===== config.mk =====
export PLATFORM = sky130hd
export DESIGN_NAME = mips32_reg_dump_flat
export DESIGN_NICKNAME = d
export VERILOG_FILES = /design/src/rtl/mips32_pkg.sv /design/src/rtl/mips32_reg_dump_if.sv /design/src/rtl/mips32_reg_dump.sv /design/src/flat_wrapper.sv
export SDC_FILE = /design/constraint.sdc
export NUM_CORES = 1
export LEC_CHECK = 0
export BUFFER_PORTS_ARGS = -buffer_cell sky130_fd_sc_hd__buf_2
export CAP_MARGIN = 20
export CORE_UTILIZATION = 50
export CTS_CLUSTER_DIAMETER = 100
export DETAILED_ROUTE_END_ITERATION = 10
export PLACE_DENSITY = 0.83
export RECOVER_POWER = 25
export SYNTH_ARGS = -nofsm -noshare
export SYNTH_HDL_FRONTEND = slang
export SYNTH_SLANG_ARGS = --single-unit

===== constraint.sdc =====
create_clock -name clk1 -period 2.5 [get_ports clk1]
set_input_delay 0.25 -clock clk1 [delete_from_list [all_inputs] [get_ports clk1]]
set_output_delay 0.25 -clock clk1 [all_outputs]
set_load 0.02 [all_outputs]

===== src/rtl/mips32_pkg.sv =====
// Shared MIPS32 core constants and the register-dump FSM state type.
package mips32_pkg;

    localparam int unsigned REG_COUNT = 32;
    localparam int unsigned WORD_W    = 32;
    localparam int unsigned REG_IDX_W = 5;

    typedef enum logic [1:0] {
        IDLE,
        REQ,
        SEND,
        DONE
    } dump_state_t;

endpackage


===== src/rtl/mips32_reg_dump_if.sv =====
// Register-file dump port plus the outgoing beat stream of the dump engine.
interface mips32_reg_dump_if
    import mips32_pkg::*;
#(
    parameter int unsigned DATA_W = WORD_W,
    parameter int unsigned IDX_W  = REG_IDX_W
);

    logic              halted;
    logic              rf_rd_en;
    logic [IDX_W-1:0]  rf_rd_addr;
    logic [DATA_W-1:0] rf_rd_data;
    logic              dump_valid;
    logic              dump_ready;
    logic [IDX_W-1:0]  dump_idx;
    logic [DATA_W-1:0] dump_data;
    logic              dump_last;
    logic              busy;
    logic              done;

    modport master (
        input  halted, rf_rd_data, dump_ready,
        output rf_rd_en, rf_rd_addr, dump_valid, dump_idx, dump_data,
               dump_last, busy, done
    );

    modport slave (
        output halted, rf_rd_data, dump_ready,
        input  rf_rd_en, rf_rd_addr, dump_valid, dump_idx, dump_data,
               dump_last, busy, done
    );

endinterface


===== src/rtl/mips32_reg_dump.sv =====
// Post-halt register-file readout: walks R0..R(NUM_REGS-1) through a
// dedicated read port and emits one valid/ready beat per register.
module mips32_reg_dump
    import mips32_pkg::*;
#(
    parameter int unsigned NUM_REGS = REG_COUNT,
    parameter int unsigned DATA_W   = WORD_W,
    parameter int unsigned IDX_W    = REG_IDX_W
) (
    input  logic              clk1,
    input  logic              rst,
    mips32_reg_dump_if.master dif
);

    localparam logic [IDX_W-1:0] LAST_IDX = IDX_W'(NUM_REGS - 1);

    dump_state_t       state;
    logic [IDX_W-1:0]  idx;
    logic              halted_q;
    logic              rd_en_q;
    logic [IDX_W-1:0]  rd_addr_q;
    logic              valid_q;
    logic [IDX_W-1:0]  beat_idx_q;
    logic [DATA_W-1:0] beat_data_q;
    logic              last_q;
    logic              busy_q;
    logic              done_q;

    assign dif.rf_rd_en   = rd_en_q;
    assign dif.rf_rd_addr = rd_addr_q;
    assign dif.dump_valid = valid_q;
    assign dif.dump_idx   = beat_idx_q;
    assign dif.dump_data  = beat_data_q;
    assign dif.dump_last  = last_q;
    assign dif.busy       = busy_q;
    assign dif.done       = done_q;

    // halted_q resets high so a core already halted out of reset needs a
    // fresh 0->1 edge before a dump starts.
    always_ff @(posedge clk1) begin
        if (rst) begin
            state       <= IDLE;
            idx         <= '0;
            halted_q    <= 1'b1;
            rd_en_q     <= 1'b0;
            rd_addr_q   <= '0;
            valid_q     <= 1'b0;
            beat_idx_q  <= '0;
            beat_data_q <= '0;
            last_q      <= 1'b0;
            busy_q      <= 1'b0;
            done_q      <= 1'b0;
        end else begin
            halted_q <= dif.halted;
            case (state)
                IDLE: begin
                    if (dif.halted && !halted_q) begin
                        idx       <= '0;
                        rd_addr_q <= '0;
                        rd_en_q   <= 1'b1;
                        busy_q    <= 1'b1;
                        state     <= REQ;
                    end
                end
                REQ: begin
                    rd_en_q     <= 1'b0;
                    beat_data_q <= dif.rf_rd_data;
                    beat_idx_q  <= idx;
                    last_q      <= (idx == LAST_IDX);
                    valid_q     <= 1'b1;
                    state       <= SEND;
                end
                SEND: begin
                    if (valid_q && dif.dump_ready) begin
                        valid_q <= 1'b0;
                        if (last_q) begin
                            busy_q <= 1'b0;
                            done_q <= 1'b1;
                            state  <= DONE;
                        end else begin
                            idx       <= idx + 1'b1;
                            rd_addr_q <= idx + 1'b1;
                            rd_en_q   <= 1'b1;
                            state     <= REQ;
                        end
                    end
                end
                DONE: begin
                    if (!dif.halted) begin
                        done_q <= 1'b0;
                        state  <= IDLE;
                    end
                end
                default: state <= IDLE;
            endcase
        end
    end

endmodule


===== src/flat_wrapper.sv =====
// flat-port wrapper written by rule: the top's interface ports become plain ports
module mips32_reg_dump_flat import mips32_pkg::*;
#(
    parameter int unsigned NUM_REGS = REG_COUNT,
    parameter int unsigned DATA_W   = WORD_W,
    parameter int unsigned IDX_W    = REG_IDX_W
)
  (clk1, rst, dif_halted, dif_rf_rd_data, dif_dump_ready, dif_rf_rd_en, dif_rf_rd_addr, dif_dump_valid, dif_dump_idx, dif_dump_data, dif_dump_last, dif_busy, dif_done);
  mips32_reg_dump_if #(.DATA_W(DATA_W), .IDX_W(IDX_W)) dif_i ();
  input  logic clk1;
  input  logic rst;
  input wire logic [$bits(dif_i.halted)-1:0] dif_halted;
  input wire logic [$bits(dif_i.rf_rd_data)-1:0] dif_rf_rd_data;
  input wire logic [$bits(dif_i.dump_ready)-1:0] dif_dump_ready;
  output wire logic [$bits(dif_i.rf_rd_en)-1:0] dif_rf_rd_en;
  output wire logic [$bits(dif_i.rf_rd_addr)-1:0] dif_rf_rd_addr;
  output wire logic [$bits(dif_i.dump_valid)-1:0] dif_dump_valid;
  output wire logic [$bits(dif_i.dump_idx)-1:0] dif_dump_idx;
  output wire logic [$bits(dif_i.dump_data)-1:0] dif_dump_data;
  output wire logic [$bits(dif_i.dump_last)-1:0] dif_dump_last;
  output wire logic [$bits(dif_i.busy)-1:0] dif_busy;
  output wire logic [$bits(dif_i.done)-1:0] dif_done;
  assign dif_i.halted = dif_halted;
  assign dif_i.rf_rd_data = dif_rf_rd_data;
  assign dif_i.dump_ready = dif_dump_ready;
  assign dif_rf_rd_en = dif_i.rf_rd_en;
  assign dif_rf_rd_addr = dif_i.rf_rd_addr;
  assign dif_dump_valid = dif_i.dump_valid;
  assign dif_dump_idx = dif_i.dump_idx;
  assign dif_dump_data = dif_i.dump_data;
  assign dif_dump_last = dif_i.dump_last;
  assign dif_busy = dif_i.busy;
  assign dif_done = dif_i.done;
  mips32_reg_dump #(.NUM_REGS(NUM_REGS), .DATA_W(DATA_W), .IDX_W(IDX_W)) u_core (.clk1(clk1), .rst(rst), .dif(dif_i));
endmodule

==> results of run 1 <==
## synth_stat cells
cell type | n | area share [%]
a211oi_1 | 1 | 0.39
a21o_1 | 1 | 0.39
a21oi_1 | 43 | 11
a22oi_1 | 1 | 0.39
a2bb2oi_1 | 1 | 0.45
a311oi_1 | 1 | 0.45
a31oi_1 | 2 | 0.64
a41oi_1 | 1 | 0.45
and2_1 | 1 | 0.32
and2b_1 | 1 | 0.39
and2b_4 | 1 | 0.52
and3_1 | 1 | 0.32
and3b_2 | 2 | 1.0
buf_2 | 9 | 2.3
buf_6 | 1 | 0.58
clkbuf_1 | 5 | 0.97
clkbuf_8 | 1 | 0.71
dfxtp_1 | 50 | 52
ha_1 | 2 | 1.3
inv_1 | 3 | 0.58
nand2_1 | 76 | 15
nand2b_1 | 2 | 0.64
nand2b_2 | 1 | 0.45
nand3_1 | 4 | 1.0
nand3b_4 | 1 | 1.0
nand4_1 | 1 | 0.32
nor2_1 | 3 | 0.58
nor2b_1 | 1 | 0.32
nor3_1 | 1 | 0.26
nor4_1 | 1 | 0.32
o211a_1 | 1 | 0.52
o211ai_1 | 3 | 1.2
o21ai_0 | 3 | 0.77
o221ai_1 | 1 | 0.45
o31ai_1 | 1 | 0.39
or2_2 | 1 | 0.32
or3_1 | 1 | 0.32
or3b_1 | 1 | 0.45
or4_1 | 1 | 0.39
or4b_4 | 1 | 0.71
## worst min-delay path by stage
stage / from / to / cells after the start
6_report: dif_rf_rd_data[10] / u_core.dif.dump_data[10]$_SDFFE_PP0P_ / 3
5_1_grt: dif_rf_rd_data[7] / u_core.dif.dump_data[7]$_SDFFE_PP0P_ / 3
4_1_cts: dif_rf_rd_data[19] / u_core.dif.dump_data[19]$_SDFFE_PP0P_ / 3
3_5_place_dp: u_core.dif.dump_data[16]$_SDFFE_PP0P_ / u_core.dif.dump_data[16]$_SDFFE_PP0P_ / 2
3_3_place_gp: u_core.dif.dump_data[29]$_SDFFE_PP0P_ / u_core.dif.dump_data[29]$_SDFFE_PP0P_ / 2
2_1_floorplan: dif_dump_ready / u_core.dif.dump_valid$_SDFFE_PP0P_ / 1
## stage by stage
| stage | hold slack [ps] | setup slack [ps] |
|---|---|---|
| after floorplan | 343 | 1120 |
| after global routing | 177 | 434 |
| after detailed placement | 443 | 1020 |
| after CTS | 180 | 965 |
| final | 188 | 676 |
| after global placement | 438 | 1050 |
## flip-flops by register name, summed over array words and instances (netlist names)
name and cells:
u_core.dif.dump_valid 1, u_core.dif.dump_data 32, u_core.dif.dump_idx 5, u_core.dif.busy 1, u_core.state 2, u_core.halted_q 1, u_core.dif.dump_last 1, u_core.dif.done 1
u_core.dif.rf_rd_en 1, u_core.dif.rf_rd_addr 5
## cells by family after synthesis
kind of cell,after synthesis
buffers and inverters,19
AOI/OAI and AO/OA,60
adders and majority gates,2
and+or+nand+nor,102
DFF,50
## power breakdown
group	switching (mW)	leakage [nW]	internal, mW	total, mW
clock network	0.241	0.0524	0.299	0.541
logic	0.0740	0.537	0.0490	0.123
registers	0.0131	0.405	0.813	0.826
## per-layer routing
metal | vias up | GRT usage, % | part of all wire (%)
met5 | - | 0 | 0
met4 | 0 | 7.22 | 0.89
met3 | 4 | 6.79 | 5.3
met2 | 58 | 35.9 | 48
met1 | 833 | 25.4 | 46
li1 | 939 | - | -
## layout make-up
type                            count  area share [%]
Sequential cell                    50            41.2
Inverter                            3           0.464
Multi-Input combinational cell    164            34.6
Clock inverter                      1            1.24
Tap cell                           48            2.47
Timing Repair Buffer               86            16.9
Clock buffer                        7            3.14
==> flow_metrics.env, run 1 <==
export IMPL_ys_seq_area_share_pct=51.6
export IMPL_finalSetupViolCount=0
export IMPL_avgSynthCellArea_um2=8.33
export IMPL_layout_common_cells="nand2_1, buf_2, dfxtp_1"
export IMPL_yosys_warnings=0
export IMPL_dieArea_um2=4130
export IMPL_dp_hpwl_mm=2.89
export IMPL_synth_adder_area_share_pct=1.29
export IMPL_reg2reg_slack_ps=950
export IMPL_grt_ovfl_total=0
export IMPL_finalInstanceArea_um2=2430
export IMPL_path_cells="clkbuf_1 -> nor4_1"
export IMPL_cts_tree="yes"
export IMPL_drive_gt1_share_pct=24.1
export IMPL_grt_pass1_wl_mm=6.82
export IMPL_portBuffers=82
export IMPL_placed_cells=351
export IMPL_rr_startpoint="u_core.state[1]$_SDFFE_PP0P_"
export IMPL_track_usage_pct=21.3
export IMPL_status="finished, violations left"
export IMPL_worst_setup_path_start_kind="input port"
export IMPL_p_leak_nw=0.994
export IMPL_finalHoldViolCount=0
export IMPL_antenna_found_initial=0
export IMPL_cts_root_buffer="clkbuf_8"
export IMPL_cts_hold_buf=0
export IMPL_synth_seq_cells=50
export IMPL_irDropWorstVdd_mv=0.426
export IMPL_clk_pin_slew_ps=80
export IMPL_min_path_type="in2reg"
export IMPL_ioPinCount=83
export IMPL_slew_violations=51
export IMPL_fp_dieH_um=64.3
export IMPL_yosys_area_share_simple_pct=24.4
export IMPL_ant_nets=0
export IMPL_worst_path_buf_inv=1
export IMPL_end_kind="flop"
export IMPL_synth_xor_area_share_pct=0
export IMPL_worst_path_stages=2
export IMPL_gp_congestion=0.814
export IMPL_grt_pass1_vias=1562
export IMPL_worst_pin_slew_ps=2090
export IMPL_row_count=22
export IMPL_synth_top_family_by_area="simple AND/OR/NAND/NOR gates"
export IMPL_wl_mm=4.29
export IMPL_worstSetupPathType="in2reg"
export IMPL_fin_nets=348
export IMPL_cp_arrival_ps=1910
export IMPL_violations="capacitance limit, slew limit"
export IMPL_path_delay_family="buffers and inverters"
export IMPL_num_vias=1834
export IMPL_crit_path_end="u_core.dif.rf_rd_en$_SDFFE_PP0P_"
export IMPL_drtIter0Drc=79
export IMPL_synth_mux_area_share_pct=0
export IMPL_cts_path_max_buffers=2
export IMPL_dr_pass1_iters=4
export IMPL_final_cell_count_no_fill=359
export IMPL_slowest_delay_ps=1460
export IMPL_period_minus_slack_ps=1820
export IMPL_numCtsBuffers=5
export IMPL_multi_input_area_um2=840
export IMPL_synth_cell_types=40
export IMPL_final_common_cell="nand2_1"
export IMPL_cts_sinks=50
export IMPL_synth_area_um2=1940
export IMPL_htreeDepth=2
export IMPL_critPathMaxFanout=50
export IMPL_diodes=0
export IMPL_ff_latch_area_um2=1000
export IMPL_area_delta_synth_final_pct=25.1
export IMPL_required_ps=2590
export IMPL_maxCapViolations=1
export IMPL_clock_latency_ps=290
export IMPL_drc=0
export IMPL_syn_num_nets=271
export IMPL_postCtsSetupBuffers=0
export IMPL_die_w_um=64.3
export IMPL_grt_setup_unrepaired="no"
export IMPL_nFillCells=349
export IMPL_finalCritPeriodShare_pct=73.0
export IMPL_reg2reg_depth=3
export IMPL_core_um2=3690
export IMPL_slowest_stage="clkbuf_1"
export IMPL_setup_tns_ps=0
export IMPL_synthCells=233
export IMPL_final_util_pct=65.8
export IMPL_reg2reg_to="u_core.dif.rf_rd_addr[3]$_SDFFE_PP0P_"
export IMPL_synth_compound_area_share_pct=17.5
export IMPL_wire_per_inst_um=11.9
export IMPL_power_total_mw=1.49
export IMPL_relSlewSlack_pct=-39.1
export IMPL_dpl_cell_area_um2=2350
export IMPL_powerDensity_nw_per_um2=614
export IMPL_cts_resized=0
export IMPL_start_util_pct=52.6
export IMPL_startpoint="rst"
export IMPL_clock_fmax_mhz=548
export IMPL_viasPerCell=5.11
export IMPL_grt_max_degree=51
export IMPL_fin_skew_ps=4.05
(Power assumes the default switching activity.)
==> inputs of run 2 (changes only) <==
Settings changed: CORE_UTILIZATION 50 to 42, PLACE_DENSITY 0.83 to 0.75.
Clock period 2.5 ns to 1.6 ns, I/O delays scaled along.
==> run 2 against run 1 <==
Against the previous run: the flow now finishes without violations; via count is 1.1% lower; utilization down 8.7 points; global-route usage down 3.6 points; register-to-register slack got worse by 850 ps; clock power rose by 92%; hold slack worse by 110 ps; worst setup slack worse by 580 ps; design area is 3.1% higher.
==> flow_metrics.env, run 2 (same netlist as run 1, synthesis figures left out) <==
export IMPL_cts_sinks=50
export IMPL_clock_latency_ps=300
export IMPL_die_w_um=70.0
export IMPL_ant_nets=0
export IMPL_dp_hpwl_mm=2.98
export IMPL_worst_pin_slew_ps=1360
export IMPL_top_layer="met4"
export IMPL_num_vias=1814
export IMPL_track_usage_pct=17.8
export IMPL_cts_resized=0
export IMPL_grt_ovfl_total=0
export IMPL_final_cell_count_no_fill=365
export IMPL_grt_pass1_wl_mm=6.99
export IMPL_critPathMaxFanout=13
export IMPL_m1WireLength_mm=2.04
export IMPL_antenna_found_initial=0
export IMPL_clock_fmax_mhz=666
export IMPL_grt_max_degree=31
export IMPL_postCtsSetupBuffers=0
export IMPL_ioPinCount=83
export IMPL_numCtsBuffers=5
export IMPL_dr_pass1_iters=4
export IMPL_slowest_stage="or4_1"
export IMPL_min_path_type="in2reg"
export IMPL_viasPerCell=4.97
export IMPL_required_ps=1810
export IMPL_irDropWorstVdd_mv=0.756
export IMPL_period_minus_slack_ps=1500
export IMPL_gp_congestion=0.815
export IMPL_nFillCells=440
export IMPL_finalCritPeriodShare_pct=93.9
export IMPL_fin_nets=350
export IMPL_drive_gt1_share_pct=25.2
export IMPL_setup_tns_ps=0
export IMPL_dieArea_um2=4900
export IMPL_largest_reg_flops=32
export IMPL_placed_cells=357
export IMPL_wl_mm=4.39
export IMPL_worst_setup_path_start_kind="flop"
export IMPL_cts_path_max_buffers=2
export IMPL_clk_pin_slew_ps=90
export IMPL_pre_cts_ws_ps=156
export IMPL_relSlewSlack_pct=9.21
export IMPL_start_util_pct=44.3
export IMPL_fin_skew_ps=6.85
export IMPL_cp_arrival_ps=1710
export IMPL_diodes=0
export IMPL_fp_dieH_um=70.0
export IMPL_drtIter0Drc=75
export IMPL_cts_root_buffer="clkbuf_8"
export IMPL_setup_ws_ps=98.1
export IMPL_slew_violations=0
export IMPL_cts_tree="yes"
export IMPL_maxCapViolations=0
export IMPL_wire_per_inst_um=12.0
export IMPL_portBuffers=82
export IMPL_cts_hold_buf=0
export IMPL_p_leak_nw=1.03
export IMPL_layout_common_cells="nand2_1, buf_2, dfxtp_1"
export IMPL_wl_met2_mm=2.05
export IMPL_grt_pass1_vias=1582
export IMPL_status="complete, no violations"
export IMPL_htreeDepth=2
export IMPL_whs_ps=82.3
export IMPL_worstSetupPathType="reg2reg"
export IMPL_grt_setup_unrepaired="no"
export IMPL_final_common_cell="nand2_1"
export IMPL_core_um2=4380
export IMPL_finalSetupViolCount=0
export IMPL_area_delta_synth_final_pct=29.1
export IMPL_dr_wl_met3_um=266
export IMPL_drc=0
export IMPL_powerDensity_nw_per_um2=1010
export IMPL_path_cells="nand2b_2 -> or4_1 -> a31oi_1"
export IMPL_row_count=24
export IMPL_slowest_delay_ps=520
export IMPL_finalHoldViolCount=0
export IMPL_end_kind="flop"
## run 2: cell types whose count changed in the layout (fill, tap and decap cells not counted)
cell | before | now
clkbuf_1 | 26 | 24
buf_12 | 0 | 2
clkinv_4 | 0 | 1
bufinv_16 | 1 | 2
## run 2: worst max-delay path: cells and delay by family (launching register included)
kind | cells | cell delay, ps
compound gates | 1 | 180
flops | 1 | 430
simple gates | 2 | 800
## run 2: layout make-up
cell class | instances | area (um2) | area share, %
clock inverters | 3 | 68.8 | 2.75
well taps | 52 | 65.1 | 2.60
inverters | 3 | 11.3 | 0.450
repair buffers | 88 | 450 | 18.0
clock buffers | 5 | 68.8 | 2.75
multi-input cells | 164 | 840 | 33.5
flip-flops and latches | 50 | 1000 | 40.0
## run 2: path summary, 6_finish.rpt
path | startpoint | endpoint | slack (ps) | cells past startpoint
hold reg to reg | u_core.dif.dump_data[16]$_SDFFE_PP0P_ | u_core.dif.dump_data[16]$_SDFFE_PP0P_ | 460 | 2
setup reg to reg | u_core.state[0]$_SDFFE_PP0P_ | u_core.dif.rf_rd_addr[3]$_SDFFE_PP0P_ | 100 | 3
hold / removal | dif_rf_rd_data[10] | u_core.dif.dump_data[10]$_SDFFE_PP0P_ | 80 | 3
setup / recovery | u_core.state[0]$_SDFFE_PP0P_ | u_core.dif.rf_rd_addr[3]$_SDFFE_PP0P_ | 100 | 3
## run 2: metrics by stage
step | total power, mW | cell area (um2) | util, %
floorplan | 1.44 | 1940 | -
global placement | 1.52 | 2400 | 54.7
detailed placement | 1.52 | 2400 | 54.7
CTS | 2.57 | 2530 | 57.8
global route | 2.62 | 2500 | 57.1
finish | 2.53 | 2500 | 57.1
## run 2: layer usage
layer | GRT usage (%) | vias up
met3 | 5.63 | 5
met2 | 29.2 | 59
met1 | 21.9 | 809
met4 | 6.22 | 0
met5 | 0 | -
li1 | - | 941
## run 2: report_power, final
group          total (mW)  switching (mW)  internal [mW]  leakage, nW
registers            1.29          0.0208           1.27        0.405
logic               0.201           0.117         0.0842        0.554
clock network        1.04           0.410          0.626       0.0683
total                2.53           0.548           1.98         1.03
==> inputs of run 3 (changes only) <==
Settings changed: CORE_ASPECT_RATIO from default to 0.7, CORE_UTILIZATION 42 to 47, PLACE_DENSITY 0.75 to 0.79, SLEW_MARGIN from default to 20.
Clock period 1.6 ns to 1.65 ns, I/O delays scaled along.
==> run 3 against run 2 <==
Against the previous run: first-iteration DRC count up 49%; global-route usage up 2.7 points; largest power group unchanged; routed wire length down 3.8%; via count up 1.8%.
==> flow_metrics.env, run 3 (same netlist as run 1, synthesis figures left out) <==
export IMPL_cts_path_max_buffers=2
export IMPL_dp_hpwl_mm=2.93
export IMPL_worst_pin_slew_ps=1250
export IMPL_drc=0
export IMPL_rr_startpoint="u_core.state[0]$_SDFFE_PP0P_"
export IMPL_cp_arrival_ps=1690
export IMPL_p_clk_share_pct=32.8
export IMPL_slowest_delay_ps=540
export IMPL_worstSetupPathType="reg2reg"
export IMPL_grt_max_degree=39
export IMPL_reg2reg_depth=4
export IMPL_comb_power_share_pct=9.2
export IMPL_startpoint="u_core.state[0]$_SDFFE_PP0P_"
export IMPL_nFillCells=352
export IMPL_layout_common_cells="nand2_1, buf_2, dfxtp_1"
export IMPL_cts_tree="yes"
export IMPL_relSlewSlack_pct=16.5
export IMPL_track_usage_pct=20.5
export IMPL_core_um2=3950
export IMPL_cts_hold_buf=0
export IMPL_largest_reg_flops=32
export IMPL_reg2reg_to="u_core.dif.dump_data[8]$_SDFFE_PP0P_"
export IMPL_dieArea_um2=4390
export IMPL_slew_violations=0
export IMPL_fp_dieH_um=55.8
export IMPL_crit_path_end="u_core.dif.dump_data[8]$_SDFFE_PP0P_"
export IMPL_grt_ovfl_total=0
export IMPL_finalSetupViolCount=0
export IMPL_setup_tns_ps=0
export IMPL_period_minus_slack_ps=1480
export IMPL_seqPwrFrac_pct=58.0
export IMPL_finalHoldViolCount=0
export IMPL_ioPinCount=83
export IMPL_cts_sinks=50
export IMPL_clock_fmax_mhz=674
export IMPL_intPower_mw=1.65
export IMPL_path_cells="and2b_1 -> buf_12 -> nand2_1 -> a21oi_1"
export IMPL_diodes=0
export IMPL_required_ps=1860
export IMPL_clock_latency_ps=300
export IMPL_wl_mm=4.23
export IMPL_cts_root_buffer="clkbuf_8"
export IMPL_num_vias=1847
export IMPL_slowest_stage="dfxtp_1"
export IMPL_p_leak_nw=1.01
export IMPL_final_common_cell="nand2_1"
export IMPL_finalCritPeriodShare_pct=89.9
export IMPL_setup_ws_ps=167
export IMPL_start_util_pct=49.2
export IMPL_reg2reg_slack_ps=170
export IMPL_area_delta_synth_final_pct=27.0
export IMPL_netSwitchingFraction_pct=23.3
export IMPL_drive_gt1_share_pct=24.7
export IMPL_dr_pass1_iters=4
export IMPL_grt_pass1_wl_mm=7.07
export IMPL_status="complete, no violations"
export IMPL_postCtsSetupBuffers=0
export IMPL_wire_per_inst_um=11.6
export IMPL_cts_resized=0
export IMPL_worst_setup_path_start_kind="flop"
export IMPL_maxCapViolations=0
export IMPL_grt_setup_unrepaired="no"
export IMPL_grt_pass1_vias=1636
export IMPL_viasPerCell=5.07
export IMPL_ant_nets=0
export IMPL_switchingPower_uw=503
export IMPL_row_count=19
export IMPL_portBuffers=82
export IMPL_fin_skew_ps=4.44
export IMPL_antenna_found_initial=0
export IMPL_min_path_type="in2reg"
export IMPL_irDropWorstVdd_mv=0.661
export IMPL_drtIter0Drc=112
export IMPL_clk_pin_slew_ps=80
export IMPL_pre_cts_ws_ps=188
export IMPL_end_kind="flop"
export IMPL_fin_nets=349
export IMPL_numCtsBuffers=5
export IMPL_powerDensity_nw_per_um2=875
export IMPL_die_w_um=78.8
export IMPL_htreeDepth=2
export IMPL_critPathMaxFanout=31
export IMPL_gp_congestion=0.827
## run 3: cell count changes in the layout (fill, tap and decap cells not counted)
cell,previous run,this run
buf_4,4,2
bufinv_16,2,0
buf_12,2,3
clkbuf_1,24,25
clkbuf_8,5,6
clkinv_2,0,1
clkinv_4,1,0
## run 3: power groups by stage
stage / registers [mW] / clock network [mW] / logic (mW)
finish: 1.25 / 0.708 / 0.198
global route: 1.26 / 0.798 / 0.219
CTS: 1.25 / 0.740 / 0.203
detailed placement: 1.28 / 0 / 0.203
global placement: 1.28 / 0 / 0.202
floorplan: 1.30 / 0 / 0.0871
## run 3: layer usage
metal / wire, um / track usage, % / vias to the layer above
li1: - / - / 940
met1: 2080 / 26.3 / 829
met5: 0 / 0 / -
met2: 1720 / 31.9 / 70
met4: 56 / 7.94 / 0
met3: 371 / 6.72 / 8
## run 3: area by class of cell
type / instances / area [um2] / area share (%)
inverter: 3 / 11.3 / 0.457
multi-input combinational: 164 / 840 / 34.1
tap: 52 / 65.1 / 2.64
clock inverter: 1 / 5.00 / 0.203
sequential: 50 / 1000 / 40.6
clock buffer: 7 / 86.3 / 3.50
timing repair buffer: 87 / 455 / 18.5
## run 3: per-stage QoR
step / util [%] / total power, mW / instances / hold slack (ps) / instance area (um2)
global route: 62.4 / 2.27 / 364 / 81.7 / 2460
detailed placement: 60.9 / 1.48 / 356 / 411 / 2400
CTS: 63.2 / 2.19 / 364 / 85.7 / 2490
finish: 62.4 / 2.16 / 364 / 99.4 / 2460
floorplan: - / 1.39 / 233 / 258 / 1940
global placement: 60.9 / 1.48 / 356 / 405 / 2400
## run 3: how the worst min path moves through the flow
| stage | start | to | slack, ps | cells past startpoint |
|---|---|---|---|---|
| detailed placement | dif_rf_rd_data[0] | u_core.dif.dump_data[0]$_SDFFE_PP0P_ | 410 | 3 |
| global route | dif_rf_rd_data[21] | u_core.dif.dump_data[21]$_SDFFE_PP0P_ | 80 | 3 |
| finish | dif_rf_rd_data[26] | u_core.dif.dump_data[26]$_SDFFE_PP0P_ | 100 | 3 |
| floorplan | dif_dump_ready | u_core.dif.dump_valid$_SDFFE_PP0P_ | 260 | 1 |
| global placement | dif_rf_rd_data[21] | u_core.dif.dump_data[21]$_SDFFE_PP0P_ | 410 | 3 |
| CTS | dif_rf_rd_data[27] | u_core.dif.dump_data[27]$_SDFFE_PP0P_ | 90 | 3 |
## run 3: critical path, delay by kind of cell (launching register included)
family	cells	cell delay [ps]
buffers and inverters	1	230
flip-flops	1	540
AND/OR/NAND/NOR	2	500
AO/OA/AOI/OAI	1	120
